**src/rtl/dac_share_pkg.sv**
```systemverilog
// rtl/dac_share_pkg.sv - shared state encoding and timing constants for the DAC share scheduler
package dac_share_pkg;

   localparam logic [1:0] ST_IDLE      = 2'd0;
   localparam logic [1:0] ST_START     = 2'd1;
   localparam logic [1:0] ST_WAIT_DONE = 2'd2;
   localparam logic [1:0] ST_GAP       = 2'd3;

   // serializer cycles from start pulse to done pulse for one 16-bit frame
   localparam int DAC_FRAME_CYCLES       = 17;
   localparam int DEFAULT_GAP_CYCLES     = 2;
   localparam int DEFAULT_TIMEOUT_CYCLES = 64;

   function automatic int wrap_inc(input int idx, input int n);
      return (idx + 1 >= n) ? 0 : idx + 1;
   endfunction

endpackage

```
**src/rtl/rr_arbiter.sv**
```systemverilog
// rtl/rr_arbiter.sv - combinational round-robin pick: first set request at or above ptr, wrapping
module rr_arbiter #(
   parameter int NUM_REQ = 4,
   parameter int IDX_W   = $clog2(NUM_REQ)
) (
   input  logic [NUM_REQ-1:0] req,
   input  logic [IDX_W-1:0]   ptr,
   output logic [IDX_W-1:0]   grant_idx,
   output logic               grant_valid
);

   logic [IDX_W:0] cand;

   always_comb begin
      grant_idx   = '0;
      grant_valid = 1'b0;
      cand        = '0;
      for (int k = 0; k < NUM_REQ; k++) begin
         cand = {1'b0, ptr} + (IDX_W+1)'(k);
         if (cand >= (IDX_W+1)'(NUM_REQ))
            cand = cand - (IDX_W+1)'(NUM_REQ);
         if (!grant_valid && req[cand[IDX_W-1:0]]) begin
            grant_valid = 1'b1;
            grant_idx   = cand[IDX_W-1:0];
         end
      end
   end

endmodule

```
**src/rtl/dac_share_scheduler.sv**
```systemverilog
// rtl/dac_share_scheduler.sv - round-robin sharing of one DAC serializer with frame gap and done watchdog
module dac_share_scheduler
   import dac_share_pkg::*;
#(
   parameter int NUM_REQ        = 4,
   parameter int DATA_W         = 8,
   parameter int GAP_CYCLES     = DEFAULT_GAP_CYCLES,
   parameter int TIMEOUT_CYCLES = DEFAULT_TIMEOUT_CYCLES
) (
   input  logic                       clk,
   input  logic                       rst,
   input  logic [NUM_REQ-1:0]         req,
   input  logic [NUM_REQ*DATA_W-1:0]  req_data,
   output logic [NUM_REQ-1:0]         ack,
   output logic                       dac_start,
   output logic [DATA_W-1:0]          dac_din,
   input  logic                       dac_done,
   output logic                       busy,
   output logic [$clog2(NUM_REQ)-1:0] grant_id,
   output logic                       timeout_err
);

   localparam int IDX_W  = $clog2(NUM_REQ);
   localparam int WAIT_W = $clog2(TIMEOUT_CYCLES + 1);
   localparam int GAP_W  = $clog2(GAP_CYCLES + 1);

   logic [1:0]        state;
   logic [IDX_W-1:0]  rr_ptr;
   logic [IDX_W-1:0]  arb_idx;
   logic              arb_valid;
   logic [WAIT_W-1:0] wait_cnt;
   logic [GAP_W-1:0]  gap_cnt;

   rr_arbiter #(
      .NUM_REQ (NUM_REQ),
      .IDX_W   (IDX_W)
   ) u_rr_arbiter (
      .req         (req),
      .ptr         (rr_ptr),
      .grant_idx   (arb_idx),
      .grant_valid (arb_valid)
   );

   assign dac_start = (state == ST_START);
   assign busy      = (state != ST_IDLE);

   always_ff @(posedge clk or posedge rst) begin
      if (rst) begin
         state       <= ST_IDLE;
         rr_ptr      <= '0;
         grant_id    <= '0;
         dac_din     <= '0;
         ack         <= '0;
         timeout_err <= 1'b0;
         wait_cnt    <= '0;
         gap_cnt     <= '0;
      end else begin
         ack <= '0;
         case (state)
            ST_IDLE: begin
               if (arb_valid) begin
                  grant_id <= arb_idx;
                  dac_din  <= req_data[arb_idx*DATA_W +: DATA_W];
                  state    <= ST_START;
               end
            end
            ST_START: begin
               wait_cnt <= '0;
               state    <= ST_WAIT_DONE;
            end
            ST_WAIT_DONE: begin
               wait_cnt <= wait_cnt + WAIT_W'(1);
               // a done arriving on the last allowed cycle still counts as a clean frame
               if (dac_done || wait_cnt == WAIT_W'(TIMEOUT_CYCLES - 1)) begin
                  if (!dac_done)
                     timeout_err <= 1'b1;
                  ack[grant_id] <= 1'b1;
                  gap_cnt       <= '0;
                  state         <= ST_GAP;
               end
            end
            ST_GAP: begin
               if (gap_cnt == GAP_W'(GAP_CYCLES - 1)) begin
                  rr_ptr <= IDX_W'(wrap_inc(int'(grant_id), NUM_REQ));
                  state  <= ST_IDLE;
               end else begin
                  gap_cnt <= gap_cnt + GAP_W'(1);
               end
            end
            default: state <= ST_IDLE;
         endcase
      end
   end

endmodule

```
**config.mk**
```make
export PLATFORM = sky130hd
export DESIGN_NAME = dac_share_scheduler
export DESIGN_NICKNAME = d
export VERILOG_FILES = /design/src/rtl/dac_share_pkg.sv /design/src/rtl/rr_arbiter.sv /design/src/rtl/dac_share_scheduler.sv
export SDC_FILE = /design/constraint.sdc
export NUM_CORES = 1
export LEC_CHECK = 0
export CORE_MARGIN = 5
export CORE_UTILIZATION = 58
export DETAILED_ROUTE_END_ITERATION = 8
export DONT_BUFFER_PORTS = 1
export PLACE_DENSITY = 0.75
export RECOVER_POWER = 100
export SYNTH_ARGS = -nofsm -noshare
export SYNTH_HDL_FRONTEND = slang
export SYNTH_SLANG_ARGS = --single-unit
export TNS_END_PERCENT = 1
```
**constraint.sdc**
```tcl
create_clock -name clk -period 5.6 [get_ports clk]
set_clock_uncertainty 0.1 [all_clocks]
set_input_delay 1.12 -clock clk [delete_from_list [all_inputs] [get_ports clk]]
set_output_delay 1.12 -clock clk [all_outputs]
set_load 0.01 [all_outputs]
```
==> results of run 1 <==
[synth_stat cells (2+ instances only)]
master / number
a21o_1: 2
a21oi_1: 6
a22o_1: 2
and2_1: 4
clkbuf_1: 2
dfrtp_1: 28
ha_1: 10
inv_1: 11
mux2i_1: 18
nand2_1: 26
nand2b_1: 3
nand3_1: 4
nor2_1: 4
nor2b_1: 2
nor3_1: 2
o21ai_0: 8
o221ai_1: 8
o31ai_1: 3
or2_2: 2
[routing by layer]
layer	global-route usage [%]	part of all wire, %	vias up
li1	-	-	562
met1	20.5	40	561
met2	30.7	54	24
met3	3.78	5.5	4
met4	6.10	1.1	0
met5	0	0	-
[worst max-delay path by stage]
stage               slack [ns]     start  depth (start not counted)    endpoint
floorplan                 3.19    req[1]                          3    state[1]
finish                    2.95    req[1]                          4  dac_din[3]
CTS                       3.09  state[0]                          3        busy
detailed placement        2.91    req[1]                          4  dac_din[4]
global placement          2.98    req[1]                          4  dac_din[5]
global route              2.81    req[1]                          4  dac_din[4]
[area by class of cell]
class	count	area, sq um
Clock buffer	4	36.3
Fill cell	250	1080
Inverter	11	41.3
Multi-Input combinational cell	116	817
Sequential cell	28	701
Tap cell	31	38.8
[stage by stage]
step	cell area, sq um	hold WS [ns]
after floorplan	1610	0.364
after global placement	1610	0.374
after detailed placement	1610	0.392
after CTS	1640	0.425
after global routing	1630	0.458
final	1630	0.428
[power breakdown]
part	internal (W)	switching, W
registers	0.000268	0.0000787
clock network	0.0000398	0.0000581
logic	0.000146	0.000211
[cell usage in the layout, fill, tap and decap left out, types with 2 or more instances in the layout]
| cell | netlist | routed |
|---|---|---|
| clkbuf_4 | 0 | 3 |
| nand3_1 | 4 | 4 |
| inv_1 | 11 | 11 |
| nor3_1 | 2 | 2 |
| nor2_1 | 4 | 4 |
| nor2b_1 | 2 | 2 |
| a22o_1 | 2 | 2 |
| and2_0 | 0 | 2 |
| a21o_1 | 2 | 2 |
| and2_1 | 4 | 2 |
| o221ai_1 | 8 | 9 |
| ha_1 | 10 | 10 |
| a21oi_1 | 6 | 6 |
| mux2i_1 | 18 | 18 |
| nand2_1 | 26 | 26 |
| o31ai_1 | 3 | 3 |
| o21ai_0 | 8 | 8 |
| dfrtp_1 | 28 | 28 |
| nand2b_1 | 3 | 3 |
[sequential cells by signal, indices dropped and copies added, names as in the netlist]
name / flops
state: 2
grant_id: 2
rr_ptr: 2
dac_din: 8
gap_cnt: 2
wait_cnt: 7
timeout_err: 1
ack: 4
[logic make-up after synthesis]
family,synth area share [%]
mux,12.6
compound gates,14.7
fa+ha+maj,7.78
simple gates,15.8
buf+inv,5.05
flops,43.5
xor+xnor,0.544
[worst max-delay path: cells and delay by family]
kind,cells,cell delay [ns]
AO/OA/AOI/OAI,1,0.21
AND/OR/NAND/NOR,3,1.42
==> results by group, run 1 <==
Status
  • Status: completed

Detailed routing
  • DRT iter0 DRCs: 76
  • DR vias/cell: 6.06
  • Total routed wirelength: 3280 microns
  • Routed via count: 1151
  • WL/cell: 17.3 microns
  • Drt drc: 0
  • TritonRoute pass-1 iters: 4
  • Remaining antenna violation count: 0

Worst setup path
  • CP max stage delay: 0.58 ns
  • WP data required: 5.69 ns
  • Reg-to-reg slack, setup: 3.54 ns
  • Reg2Reg Capture Point: state[1]
  • Worst Path Arrival: 2.75 ns
  • Worst Path Max Fanout: 12
  • R2R cell count: 6
  • CP Class: input pin to flip-flop
  • FF-to-FF Start: state[0]
  • CP endpoint kind: flip-flop
  • Crit start category: input pin
  • Crit-path cells: or4_1 -> nand2_1 -> or2_0 -> o221ai_1
  • CP max stage cell: or4_1

Clock tree
  • H-Tree Level Count: 1
  • Worst skew pair latency: 0.32 ns
  • Post-CTS sizing: 0
  • Hold buffers post-CTS: 0
  • CTS tree: built
  • CTS sink cnt: 28
  • Clock slew at reported path FFs: 0.15 ns
  • Clock buffer count from CTS: 3
  • Clock Tree Root: clkbuf_4
  • Post CTS Setup Buffer Count: 0
  • Clock Path Buffers: 2

Yosys
  • Post-synthesis cell type count: 34
  • Mapped Cells: 160
  • Seq/Total Area, Yosys: 43.5%
  • Mapped cell area: 0.00161 sq mm
  • Synth Net Count: 209
  • Post-synth top area share: 43.5%
  • Post-synth EDFFs: 0
  • Top_reg_cell synth: dfrtp_1
  • Synth area leader: dfrtp_1
  • Ys async rst share: 100%
  • Synth top area cells: dfrtp_1 44%, mux2i_1 11%, ha_1 7.8%
  • Syn_area_per_cell: 10.1 sq um
  • Register bit total from synthesis: 28
  • Warnings, synthesis: 0

Placed design
  • Port Buffers: 0
  • HPWL after DPL: 2590 microns
  • GP Congestion: 0.762
  • Placed cell count: 186
  • Pre-CTS setup slack: 2.91 ns

Worst hold path
  • Min-delay src: wait_cnt[6]
  • HP Class: flip-flop to flip-flop
  • Hold Path Sink: wait_cnt[6]
  • Worst Hold Path Cells: 1

Final layout
  • Final core utilization: 60.3%
  • Layout cells sized above 1: 5.03%
  • Synthesis-to-layout area growth: 1.56%
  • Antenna Cells: 0
  • Non-Filler Instances: 190
  • Net count reported at finish: 209

STA
  • TNS Setup: 0 ns
  • Slew Viols, Final: 0
  • Worst slew pin tran: 1.04 ns
  • Max_slew headroom: 30.3%
  • Setup ws final: 2.95 ns
  • Min Tclk post-route: 2.65 ns
  • Unrepaired setup endpoints after global routing: false
  • Max Fclk: 377 MHz
  • Final number of setup-violating endpoints: 0
  • Fin. Hold Viols: 0
  • Final period util: 47.4%

GRT
  • Largest net degree at the start of global routing: 29
  • Total grt overflow: 0
  • Vias in the first global route: 1176
  • First-pass GRT wire length: 5630 microns
  • Initial antenna violation count: 0
  • Overall routing resource usage: 17.4%

Die
  • Die area: 0.00393 sq mm
  • # IOs: 56
  • Die height: 62.7 microns
  • Chip width: 62.7 microns
  • Starting density of the core: 59.4%
  • Site row count: 19
  • CORE AREA: 0.00271 sq mm

Power and ir drop
  • Final Total Pwr: 0.000801 W
  • PD cells: 490 mW/mm^2
  • Leakage power figure: 0.777 nW
  • Max VDD drop: 275 uV

Job
  • MaxCap Viol Count: 0
Note: power is estimated with default switching activity, not from simulation.
==> run 2, diff against run 1 <==
--- a/config.mk
+++ b/config.mk
@@ -6,7 +6,7 @@
 export NUM_CORES = 1
 export LEC_CHECK = 0
 export CORE_MARGIN = 5
-export CORE_UTILIZATION = 58
+export CORE_UTILIZATION = 56
 export DETAILED_ROUTE_END_ITERATION = 8
 export DONT_BUFFER_PORTS = 1
 export PLACE_DENSITY = 0.75
==> constraint.sdc (replaced) <==
create_clock -name clk -period 2.4 [get_ports clk]
set_clock_uncertainty 0.1 [all_clocks]
set_input_delay 0.48 -clock clk [delete_from_list [all_inputs] [get_ports clk]]
set_output_delay 0.48 -clock clk [all_outputs]
set_load 0.01 [all_outputs]
==> run 2 against run 1 <==
Global-route usage down 0.62 points. Worst hold slack got worse by 0.18 ns. Flip-flop and latch count is the same. Combinational power grew 130%. Die area is 3.0% higher. Register-to-register slack lost 3.1 ns. First-iteration DRC count shrank 34%. Core utilization grew 0.41 points. Non-clock buffer count increased by 4. Final cell count grew 2.1%. Largest power group unchanged.
==> results by group, run 2 (synthesized netlist as in run 1, its figures left out) <==
Status
  • Status: completed

Final layout
  • Commonest non-fill, non-tap cells in the layout: 28 x dfrtp_1, 26 x nand2_1, 18 x mux2i_1
  • Largest register by flop count: dac_din
  • Antenna Cells: 0 (unchanged)
  • Biggest regs: dac_din: 8 flops, wait_cnt: 7 flops, ack: 4 flops
  • Net count reported at finish: 213 (+1.9%)
  • Number of flip-flops in the largest register: 8 (unchanged)
  • Synthesis-to-layout area growth: 4.04%
  • Fillcell total: 249 (-0.40%)
  • Finished Cell Area: 0.00167 sq mm (+2.5%)
  • Most common cell after layout, fill and taps aside: dfrtp_1
  • Layout cells sized above 1: 6.13% (+1.1 points)

GRT
  • Initial antenna violation count: 0 (unchanged)
  • Largest net degree at the start of global routing: 29 (unchanged)
  • Overall routing resource usage: 16.7% (-0.62 points)
  • First-pass GRT wire length: 5450 microns (-3.2%)
  • Vias in the first global route: 1258 (+7.0%)
  • Total grt overflow: 0 (unchanged)

Worst setup path
  • R2R cell count: 5 (-1)
  • CP Class: flip-flop to flip-flop
  • WP data required: 2.50 ns (-3.19 ns)
  • Reg-to-reg slack, setup: 0.44 ns (-3.10 ns)
  • Crit path from: rr_ptr[1]
  • Crit start category: flip-flop
  • FF-to-FF Start: rr_ptr[1]
  • Reg2Reg Capture Point: dac_din[0]
  • Worst Path Arrival: 2.06 ns (-0.69 ns)
  • Worst Path Max Fanout: 16 (+4)
  • Crit path capture: dac_din[0]
  • CP endpoint kind: flip-flop

Detailed routing
  • DRT iter0 DRCs: 50 (-34%)
  • DR vias/cell: 6.20 (+2.4%)
  • TritonRoute pass-1 iters: 4 (unchanged)
  • Routed via count: 1203 (+4.5%)
  • Total routed wirelength: 3350 microns (+2.0%)
  • WL/cell: 17.2 microns (about the same)
  • Drt drc: 0 (unchanged)
  • Remaining antenna violation count: 0 (unchanged)

Placed design
  • Port Buffers: 0 (unchanged)
  • GP Congestion: 0.820 (+7.5%)
  • HPWL after DPL: 2660 microns (+2.7%)
  • Pre-CTS setup slack: 0.436 ns (-2.47 ns)
  • Placed inst area: 0.00163 sq mm (+1.4%)

Die
  • Chip width: 63.6 microns (+1.5%)
  • Starting density of the core: 58.3% (-1.0 points)
  • CORE AREA: 0.00276 sq mm (+1.8%)
  • # IOs: 56 (unchanged)
  • Die height: 63.6 microns (+1.5%)
  • Site row count: 19 (unchanged)
  • Die area: 0.00405 sq mm (+3.0%)

Clock tree
  • Clock slew at reported path FFs: 0.15 ns (about the same)
  • CTS sink cnt: 28 (unchanged)
  • H-Tree Level Count: 1 (unchanged)
  • Worst skew pair latency: 0.34 ns (+0.02 ns)
  • Clock buffer count from CTS: 3 (unchanged)
  • Post CTS Setup Buffer Count: 0 (unchanged)
  • Clock Tree Root: clkbuf_4
  • Clock Path Buffers: 2 (unchanged)
  • CTS tree: built

STA
  • TNS Setup: 0 ns (unchanged)
  • Unrepaired setup endpoints after global routing: false
  • Slew Viols, Final: 0 (unchanged)
  • Final number of setup-violating endpoints: 0 (unchanged)
  • Setup ws final: 0.443 ns (-2.50 ns)
  • Max_slew headroom: 55.5% (+25 points)
  • Fin. Hold Viols: 0 (unchanged)
  • Hold_ws: 0.253 ns (-0.175 ns)
  • Max Fclk: 511 MHz
  • Min Tclk post-route: 1.96 ns
  • Final period util: 81.5%
  • Worst slew pin tran: 0.667 ns (-0.377 ns)

Job
  • MaxCap Viol Count: 0 (unchanged)

Power and ir drop
  • Max VDD drop: 796 uV (+190%)
  • Leakage power figure: 0.798 nW (+2.7%)
  • PD cells: 1170 mW/mm^2 (+140%)

Worst hold path
  • HP Class: input pin to flip-flop
==> run 2: changes by cell type in the layout (fill, tap and decap cells not counted), sizes merged <==
| cell | previous run | this run |
|---|---|---|
| buf | 0 | 1 |
| bufinv | 0 | 1 |
| clkbuf | 4 | 5 |
| dlygate4sd3 | 0 | 1 |
==> run 2: cell type report <==
class	count	area, sq um	area share, %
Clock inverter	1	30.0	1.79
Multi-Input combinational cell	116	815	48.7
Tap cell	31	38.8	2.32
Sequential cell	28	701	41.9
Timing Repair Buffer	4	26.3	1.57
Inverter	11	41.3	2.47
Clock buffer	3	22.5	1.35
==> run 2: through the flow <==
stage	total power (W)	cells	utilization (%)
floorplan	0.00150	160	-
global placement	0.00163	189	59.1
detailed placement	0.00169	189	59.1
CTS	0.00201	194	61.4
global route	0.00212	194	60.7
finish	0.00196	194	60.7
==> run 2: power breakdown <==
| part | leakage [nW] | total [W] | internal (W) | switching, W |
|---|---|---|---|---|
| clock network | 0.0279 | 0.000313 | 0.000169 | 0.000144 |
| logic | 0.406 | 0.000835 | 0.000349 | 0.000486 |
| registers | 0.365 | 0.000810 | 0.000624 | 0.000186 |
==> run 2: worst min-delay path by stage <==
stage          cells past startpoint   startpoint           to
6_report                           2       req[1]  grant_id[0]
5_1_grt                            2       req[1]  grant_id[0]
4_1_cts                            2       req[1]  grant_id[0]
3_5_place_dp                       2          rst   dac_din[0]
3_3_place_gp                       2          rst   dac_din[0]
2_1_floorplan                      1  wait_cnt[6]  wait_cnt[6]
==> run 2: timing repair <==
action	4_1_cts	5_1_grt
endpoints found under the hold margin	28	0
gates resized for setup	0	0
hold buffers	1	0
==> run 2: per-layer routing <==
metal  part of all wire [%]  GRT usage, %  up-vias  wire length [microns]
li1                       -             -      566                      -
met1                     39          18.4      584                   1300
met2                     52          30.8       47                   1760
met3                    7.4          4.26        6                    249
met4                    1.1          5.45        0                     38
met5                      0             0        -                      0
==> run 2: worst max-delay path, stage by stage (launching register included) <==
cell,delay (ns)
dfrtp_1,0.47
mux2i_1,0.21
o22ai_1,0.15
nor2_4,0.49
mux2i_1,0.27
o221ai_1,0.13
